--- src/rtl/uart_rx_fifo.sv ---
// uart_rx_fifo: 8N1 UART receiver (LSB first, idle high) feeding a small FIFO
// that is drained through a valid/ready handshake.
//
// Ports:
//   clock_i      system clock, all logic on the rising edge
//   reset_i      synchronous, active-high reset
//   uart_rx_i    asynchronous serial input pin
//   rx_data_o    registered FIFO head byte, meaningful while rx_valid_o = 1
//   rx_valid_o   registered FIFO-not-empty
//   rx_ready_i   consumer takes the head byte when rx_valid_o & rx_ready_i
//   frame_err_o  1-cycle pulse: stop bit sampled low
//   overrun_o    1-cycle pulse: received byte dropped, FIFO was full
//   busy_o       receiver FSM is not in IDLE
module uart_rx_fifo #(
    parameter int unsigned CLK_HZ = 10_000_000,
    parameter int unsigned BAUD   = 115_200,
    parameter int unsigned DEPTH  = 4
) (
    input  logic       clock_i,
    input  logic       reset_i,
    input  logic       uart_rx_i,
    output logic [7:0] rx_data_o,
    output logic       rx_valid_o,
    input  logic       rx_ready_i,
    output logic       frame_err_o,
    output logic       overrun_o,
    output logic       busy_o
);

    localparam int unsigned DIV = CLK_HZ / BAUD;
    localparam int unsigned CW  = $clog2(DIV);
    localparam int unsigned AW  = $clog2(DEPTH);
    localparam int unsigned PW  = AW + 1;

    localparam logic [CW-1:0] HALF_M1 = CW'(DIV / 2 - 1);
    localparam logic [CW-1:0] FULL_M1 = CW'(DIV - 1);

    typedef enum logic [2:0] {
        S_IDLE,
        S_START,
        S_DATA,
        S_STOP,
        S_BREAK
    } state_e;

    // ------------------------------------------------------------------
    // Input synchronizer
    // ------------------------------------------------------------------
    logic       sync1_q;
    logic       rx_s_q;
    // The synchronizer resets to idle-high, so for two cycles after reset its
    // output does not reflect the pin. BREAK only trusts rx_s once two real
    // samples have passed, otherwise a line held low through reset would be
    // mistaken for an idle line and start a bogus frame.
    logic [1:0] prime_q;

    always_ff @(posedge clock_i) begin
        if (reset_i) begin
            sync1_q <= 1'b1;
            rx_s_q  <= 1'b1;
            prime_q <= '0;
        end else begin
            sync1_q <= uart_rx_i;
            rx_s_q  <= sync1_q;
            prime_q <= {prime_q[0], 1'b1};
        end
    end

    // ------------------------------------------------------------------
    // Receiver FSM
    // ------------------------------------------------------------------
    state_e        state_q, state_d;
    logic [CW-1:0] cnt_q, cnt_d;
    logic [2:0]    bitn_q, bitn_d;
    logic [7:0]    shift_q, shift_d;
    logic          push_req;
    logic          frame_err_d;
    logic          cnt_zero;

    assign cnt_zero = (cnt_q == '0);

    always_ff @(posedge clock_i) begin
        if (reset_i) begin
            state_q <= S_BREAK;
            cnt_q   <= '0;
            bitn_q  <= '0;
            shift_q <= '0;
        end else begin
            state_q <= state_d;
            cnt_q   <= cnt_d;
            bitn_q  <= bitn_d;
            shift_q <= shift_d;
        end
    end

    always_comb begin
        state_d     = state_q;
        cnt_d       = cnt_q;
        bitn_d      = bitn_q;
        shift_d     = shift_q;
        push_req    = 1'b0;
        frame_err_d = 1'b0;
        unique case (state_q)
            S_IDLE: begin
                if (!rx_s_q) begin
                    cnt_d   = HALF_M1;
                    state_d = S_START;
                end
            end
            S_START: begin
                if (cnt_zero) begin
                    if (!rx_s_q) begin
                        cnt_d   = FULL_M1;
                        bitn_d  = '0;
                        state_d = S_DATA;
                    end else begin
                        state_d = S_IDLE;
                    end
                end else begin
                    cnt_d = cnt_q - CW'(1);
                end
            end
            S_DATA: begin
                if (cnt_zero) begin
                    shift_d = {rx_s_q, shift_q[7:1]};
                    cnt_d   = FULL_M1;
                    if (bitn_q == 3'd7) begin
                        state_d = S_STOP;
                    end else begin
                        bitn_d = bitn_q + 3'd1;
                    end
                end else begin
                    cnt_d = cnt_q - CW'(1);
                end
            end
            S_STOP: begin
                if (cnt_zero) begin
                    if (rx_s_q) begin
                        push_req = 1'b1;
                        state_d  = S_IDLE;
                    end else begin
                        frame_err_d = 1'b1;
                        state_d     = S_BREAK;
                    end
                end else begin
                    cnt_d = cnt_q - CW'(1);
                end
            end
            S_BREAK: begin
                if (prime_q[1] && rx_s_q) begin
                    state_d = S_IDLE;
                end
            end
            default: state_d = S_BREAK;
        endcase
    end

    // ------------------------------------------------------------------
    // FIFO
    // ------------------------------------------------------------------
    logic [7:0]    mem_q [DEPTH];
    logic [PW-1:0] rptr_q, rptr_d;
    logic [PW-1:0] wptr_q, wptr_d;
    logic          rx_valid_q, rx_valid_d;
    logic [7:0]    rx_data_q, rx_data_d;
    logic          frame_err_q;
    logic          overrun_q, overrun_d;
    logic          full;
    logic          pop;
    logic          do_push;

    assign full    = (wptr_q[AW] != rptr_q[AW]) && (wptr_q[AW-1:0] == rptr_q[AW-1:0]);
    assign pop     = rx_valid_q & rx_ready_i;
    // A pop in the same cycle frees a slot before the push is considered.
    assign do_push = push_req && (!full || pop);

    always_comb begin
        overrun_d  = push_req && full && !pop;
        rptr_d     = rptr_q + PW'(pop);
        wptr_d     = wptr_q + PW'(do_push);
        rx_valid_d = (wptr_d != rptr_d);
        rx_data_d  = rx_data_q;
        // The head register is loaded from the post-update FIFO; when the new
        // byte lands in the head slot it is forwarded past the memory.
        if (rx_valid_d) begin
            if (do_push && (wptr_q[AW-1:0] == rptr_d[AW-1:0])) begin
                rx_data_d = shift_q;
            end else begin
                rx_data_d = mem_q[rptr_d[AW-1:0]];
            end
        end
    end

    always_ff @(posedge clock_i) begin
        if (!reset_i && do_push) begin
            mem_q[wptr_q[AW-1:0]] <= shift_q;
        end
    end

    always_ff @(posedge clock_i) begin
        if (reset_i) begin
            rptr_q      <= '0;
            wptr_q      <= '0;
            rx_valid_q  <= 1'b0;
            rx_data_q   <= '0;
            frame_err_q <= 1'b0;
            overrun_q   <= 1'b0;
        end else begin
            rptr_q      <= rptr_d;
            wptr_q      <= wptr_d;
            rx_valid_q  <= rx_valid_d;
            rx_data_q   <= rx_data_d;
            frame_err_q <= frame_err_d;
            overrun_q   <= overrun_d;
        end
    end

    assign rx_data_o   = rx_data_q;
    assign rx_valid_o  = rx_valid_q;
    assign frame_err_o = frame_err_q;
    assign overrun_o   = overrun_q;
    assign busy_o      = (state_q != S_IDLE);

endmodule

--- config.mk ---
export PLATFORM = sky130hd
export DESIGN_NAME = uart_rx_fifo
export DESIGN_NICKNAME = d
export VERILOG_FILES = /design/src/rtl/uart_rx_fifo.sv
export SDC_FILE = /design/constraint.sdc
export NUM_CORES = 1
export LEC_CHECK = 0
export CAP_MARGIN = 10
export CORE_ASPECT_RATIO = 0.6
export CORE_MARGIN = 2
export CORE_UTILIZATION = 45
export CTS_CLUSTER_SIZE = 24
export DETAILED_ROUTE_END_ITERATION = 16
export PLACE_DENSITY = 0.65
export SLEW_MARGIN = 10
export SYNTH_ARGS = -nofsm -noshare
export SYNTH_HDL_FRONTEND = slang
export SYNTH_SLANG_ARGS = --single-unit
--- constraint.sdc ---
create_clock -name clock_i -period 3.4 [get_ports clock_i]
set_input_delay 0.34 -clock clock_i [delete_from_list [all_inputs] [get_ports clock_i]]
set_output_delay 0.34 -clock clock_i [all_outputs]
set_load 0.05 [all_outputs]
==> results of run 1 <==
synthesized netlist by cell type, drive strengths merged, types with 2 or more instances:
cell type,instances,share of area [%]
nor3b,2,0.48
o31a,2,0.56
a221o,9,3.2
inv,7,0.84
nand2b,3,0.60
ha,7,2.8
nor4,3,1.6
o21a,2,0.48
a311oi,2,0.56
or2,3,0.60
a21oi,18,3.0
and3,3,0.68
mux4,8,5.8
nor2,15,1.8
nor2b,5,1.0
dfxtp,42,27
nand2,21,2.5
mux2i,2,0.64
a31oi,2,0.40
edfxtp,32,31
xor2,5,1.4
a211oi,3,0.72
xnor2,5,1.4
or3,2,0.40
nand3,9,1.6
clkbuf,11,1.3
and2,9,1.8
o21ai,8,1.3
nor3,11,1.8
metal layers:
layer	routed length (microns)	track usage, %	up-vias
li1	-	-	1027
met1	3380	27.6	1010
met2	2770	25.3	61
met3	407	6.21	6
met4	76	5.71	0
met5	0	0	-
sequential cells by signal (all words and copies together) (netlist names):
name / flops
state_q: 3
shift_q: 8
rx_s_q: 1
rx_data_o: 8
prime_q: 2
cnt_q: 7
rptr_q: 3
sync1_q: 1
mem_q: 32
wptr_q: 3
rx_valid_o: 1
bitn_q: 3
frame_err_o: 1
overrun_o: 1
per-stage QoR:
stage	setup TNS, ps	total power [mW]	cell area (sq um)
finish	0	2.03	3770
global route	0	2.10	3770
CTS	0	2.05	3760
detailed placement	-342	1.05	3450
global placement	0	1.05	3450
floorplan	0	1.02	3120
cells by family (layout without fill, tap and decap cells):
| kind of cell | Yosys count | count (layout) | synth area share, % |
|---|---|---|---|
| buffers and inverters | 19 | 53 | 2.33 |
| muxes | 10 | 10 | 6.42 |
| and+or+nand+nor | 90 | 90 | 16.0 |
| adders and majority gates | 7 | 7 | 2.81 |
| DFF | 74 | 74 | 57.7 |
| AOI/OAI and AO/OA | 52 | 52 | 11.9 |
| xor gates and xnor gates | 10 | 10 | 2.81 |
layout make-up:
cell class | count | area, sq um | area share [%]
Clock buffer | 9 | 225 | 5.97
Multi-Input combinational cell | 169 | 1250 | 33.2
Clock inverter | 7 | 93.8 | 2.49
Inverter | 7 | 26.3 | 0.697
Tap cell | 87 | 109 | 2.89
Timing Repair Buffer | 30 | 263 | 6.97
Sequential cell | 74 | 1800 | 47.8
layout by cell type (no fill, tap or decap), types with 5 or more instances in the layout:
cell type        Yosys  routed
dfxtp_1             42      42
edfxtp_1            32      32
nand2_1             21      21
a21oi_1             17      17
nor2_1              15      15
clkdlybuf4s50_1      0      15
buf_4                0      15
nor3_1              11      10
and2_1               9       9
clkbuf_16            0       9
o21ai_0              8       8
nand3_1              8       8
mux4_2               8       8
a221o_2              8       8
inv_1                7       7
ha_1                 7       7
xor2_1               5       5
xnor2_1              5       5
nor2b_1              5       5
path summary, 6_finish.rpt:
check             startpoint  slack (ps)            to
setup reg to reg   wptr_q[1]         190  rx_data_o[1]
hold / removal       sync1_q         410        rx_s_q
setup / recovery   wptr_q[1]         190  rx_data_o[1]
hold reg to reg      sync1_q         410        rx_s_q
report_power, final:
group | internal, mW | total, mW | switching [mW]
logic | 0.0345 | 0.103 | 0.0689
registers | 0.928 | 0.934 | 0.00639
clock network | 0.639 | 0.989 | 0.350
total | 1.60 | 2.03 | 0.425
critical path, cell delays in order, from the launching register on:
cell     delay, ps
dfxtp_1        500
xor2_1         100
or4_1          560
and3_2         230
ha_1           180
ha_1           190
xnor2_1        220
xor2_1         140
o21ai_0        200
buf_4          170
nor4_4          50
buf_4          170
a221o_2        380
==> results.toml, run 1 <==
[outcome]
status = "complete, no violations"

[sta]
fin_ws_ps = 192
rsz0062_at_grt = "false"
clock.fmax_mhz = 312
timing.hold.ws_ps = 414
maxSlewViolCount = 0
finalClockSkew_ps = 7.92
relSlewSlack_pct = 40.4
setup_viol = 0
min_period_over_period_pct = 94.3
hold_viol = 0
worstMarginPinSlew_ps = 889
fin_crit_ps = 3210

[floorplanning]
dieWidth_microns = 112
start_util_pct = 46.5
ios = 16
die_y_microns = 68.5
die-area_sq_mm = 0.00764
rows = 23
core_area_sq_mm = 0.00671

[clock_network]
worstSkewPairLatency_ps = 330
htree_levels = 3
post_cts_buffers = 0
root_buffer = "clkbuf_16"
clk_path_buf_depth = 2
numCtsBuffers = 9
cts_tree = "built"
cts.sinks = 74
cts_resized = 0
hold_buffers = 0
clk_pin_slew_ps = 50

[global_route]
grt_pass1_wl_mm = 10.5
overflow = 0
grt_usage_pct = 18.5
antenna_found_initial = 0
grt_max_degree = 25
grt_pass1_vias = 1943

[yosys]
synthArstFlopShare_pct = 0
synth.ff_latch_count = 74
syn_area_sq_mm = 0.00312
syn_nets = 273
yosys_warnings = 0
synth.distinct_cells = 45
ys.flop_type = "dfxtp_1"
synthCells = 262
synth_edf_count = 32
yosysSeqAreaShare_pct = 57.7
avgSynthCellArea_sq_um = 11.9

[worst_setup_path]
arrival_ps = 3420
critical_path_class = "reg2reg"
crit_path_end_kind = "flip-flop"
cp.required_ps = 3610
reg2reg_depth = 12
crit_path_max_fanout = 8
startpoint_type = "flip-flop"

[place]
place_congestion = 0.782
port_buffers = 15
place_inst = 367
place_ws_ps = -60.9
dp_hpwl_mm = 4.52

[worst_hold_path]
hold_depth = 1
hp-class = "reg2reg"

[layout]
area_delta_synth_final_pct = 20.8
nets = 302
drive_above_1_share_pct = 19.6
n_antenna_cell = 0
final_cells = 383
final_util_pct = 56.2
num-fill-cells = 554

[detailed_routing]
wl_mm = 6.63
dr.pass1.iters = 4
postRouteAntennaNets = 0
drc = 0
drt_iter0_drc = 124
viasPerCell = 5.49
wire_per_inst_microns = 17.3
vias = 2104

[power_and_ir_drop]
power.leakage_nw = 1.36
irDropWorstVdd_mv = 0.368
power.density_mw_per_mm2 = 538

[job]
maxCapViolCount = 0
No activity file was read; power rests on OpenSTA's default activity.
==> run 2: changes to the inputs <==
CAP_MARGIN = 15   (was 10)
CORE_UTILIZATION = 35   (was 45)
PLACE_DENSITY = 0.53   (was 0.65)
==> run 2 against run 1 <==
Net effect: cell area rose by 0.90%; global-route usage shrank 3.6 points; cell count increased by 6.8%; first-iteration DRC count is 43% higher; sequential cell count is the same; setup slack improved by 73 ps; routed wire length up 0.12%; via count decreased by 2.4%; utilization fell by 12 points; combinational power about the same; clock skew grew 0.95 ps; non-clock buffer count rose by 1.
==> results.toml, run 2 (synthesis results as in run 1) <==
[place]
place_congestion = 0.760
port_buffers = 15
dp_hpwl_mm = 4.51

[clock_network]
cts.sinks = 74
cts_tree = "built"
post_cts_buffers = 0
htree_levels = 3
clk_pin_slew_ps = 60
clk_path_buf_depth = 2
hold_buffers = 0
worstSkewPairLatency_ps = 330
numCtsBuffers = 9
root_buffer = "clkbuf_16"
cts_resized = 0

[sta]
worstMarginPinSlew_ps = 856
maxSlewViolCount = 0
fin_crit_ps = 3140
finalClockSkew_ps = 8.86
relSlewSlack_pct = 42.7
min_period_over_period_pct = 92.2
clock.fmax_mhz = 319
rsz0062_at_grt = "false"
setup_viol = 0
hold_viol = 0

[power_and_ir_drop]
pwr-share-seq_pct = 46.1
internal_power_mw = 1.60
swShare_pct = 20.8
p_switching_uw = 421
power_frac_comb_pct = 5.2
power.leakage_nw = 1.37
power.density_mw_per_mm2 = 532
clkPwrFrac_pct = 48.6
power_mw = 2.02
irDropWorstVdd_mv = 0.318

[layout]
nets = 303
largest_register_ffs = 32
drive_above_1_share_pct = 19.5
final_cell_mix = "42 x dfxtp_1, 32 x edfxtp_1, 21 x nand2_1"
regArea_sq_mm = 0.00180
final_common_cell = "dfxtp_1"
area_delta_synth_final_pct = 21.9
num-fill-cells = 821
final_util_pct = 44.3
multi_input_area_sq_mm = 0.00125
n_antenna_cell = 0

[worst_setup_path]
crit_path_max_fanout = 8
startpoint_type = "flip-flop"
crit_path_end_kind = "flip-flop"
cp.required_ps = 3620
critical_path_class = "reg2reg"
arrival_ps = 3350

[floorplanning]
die_y_microns = 77.1
ios = 16
rows = 26
dieWidth_microns = 126
die-area_sq_mm = 0.00971
core_area_sq_mm = 0.00859
start_util_pct = 36.3

[detailed_routing]
viasPerCell = 5.02
drc = 0
dr.pass1.iters = 4
drt_iter0_drc = 177
postRouteAntennaNets = 0
wire_per_inst_microns = 16.2
wl_mm = 6.64
vias = 2054

[global_route]
grt_pass1_wl_mm = 10.9
grt_usage_pct = 14.9
antenna_found_initial = 0
top_usage_layer = "met1"
grt_max_degree = 34
overflow = 0
grt.met3_usage_pct = 6.14
grtUsageMet1_pct = 21.6
met2_usage_pct = 19.9
grt_pass1_vias = 2050

[job]
maxCapViolCount = 0

[outcome]
status = "complete, no violations"

[worst_hold_path]
hp-class = "reg2reg"
[run 2: cell count changes in the layout (fill, tap and decap cells not counted), sizes merged]
cell,previous run,this run
clkbuf,9,10
buf,15,16
clkinv,2,4
clkinvlp,3,0
[run 2: worst max-delay path, stage by stage, from the launching register on]
cell     delay, ps
dfxtp_1        330
inv_1           70
ha_2           190
or3b_4         430
nor4_4         280
and3_2         210
ha_1           140
ha_1           240
xnor2_1        140
nand2_1        100
o21ai_1        130
buf_4          150
nor4_4          50
buf_4          180
a221o_2        380
[run 2: final timing paths]
kind / startpoint / to / slack (ps) / depth (start not counted)
worst max register to register: cnt_q[0] / rx_data_o[7] / 260 / 14
worst min-delay path: sync1_q / rx_s_q / 410 / 1
worst min register to register: sync1_q / rx_s_q / 410 / 1
worst max-delay path: cnt_q[0] / rx_data_o[7] / 260 / 14
[run 2: through the flow]
stage | setup TNS, ps | instances | hold slack, ps | area, sq um | worst slack [ps]
floorplan | 0 | 262 | 389 | 3120 | 176
global placement | -24.2 | 393 | 396 | 3480 | -4.33
detailed placement | -669 | 393 | 401 | 3480 | -102
CTS | 0 | 409 | 411 | 3800 | 180
global route | 0 | 409 | 428 | 3800 | 19.4
finish | 0 | 409 | 408 | 3800 | 265
[run 2: routing by layer]
metal	wire (microns)	up-vias
met3	306	4
met4	55	0
li1	-	1038
met1	3630	980
met2	2650	32
met5	0	-
[run 2: area by class of cell]
cell class | instances | area share (%)
sequential | 74 | 47.4
inverter | 7 | 0.691
clock buffer | 10 | 6.02
clock inverter | 6 | 2.17
tap | 112 | 3.68
timing repair buffer | 31 | 7.11
multi-input combinational | 169 | 33.0
[run 2: power by group through the flow]
stage                     Sequential (mW)  Clock [mW]  Combinational [mW]
after floorplan                     0.951           0              0.0726
final                               0.934       0.985               0.106
after global placement              0.952           0               0.104
after global routing                0.934        1.05               0.117
after detailed placement            0.952           0               0.105
after CTS                           0.933        1.01               0.105
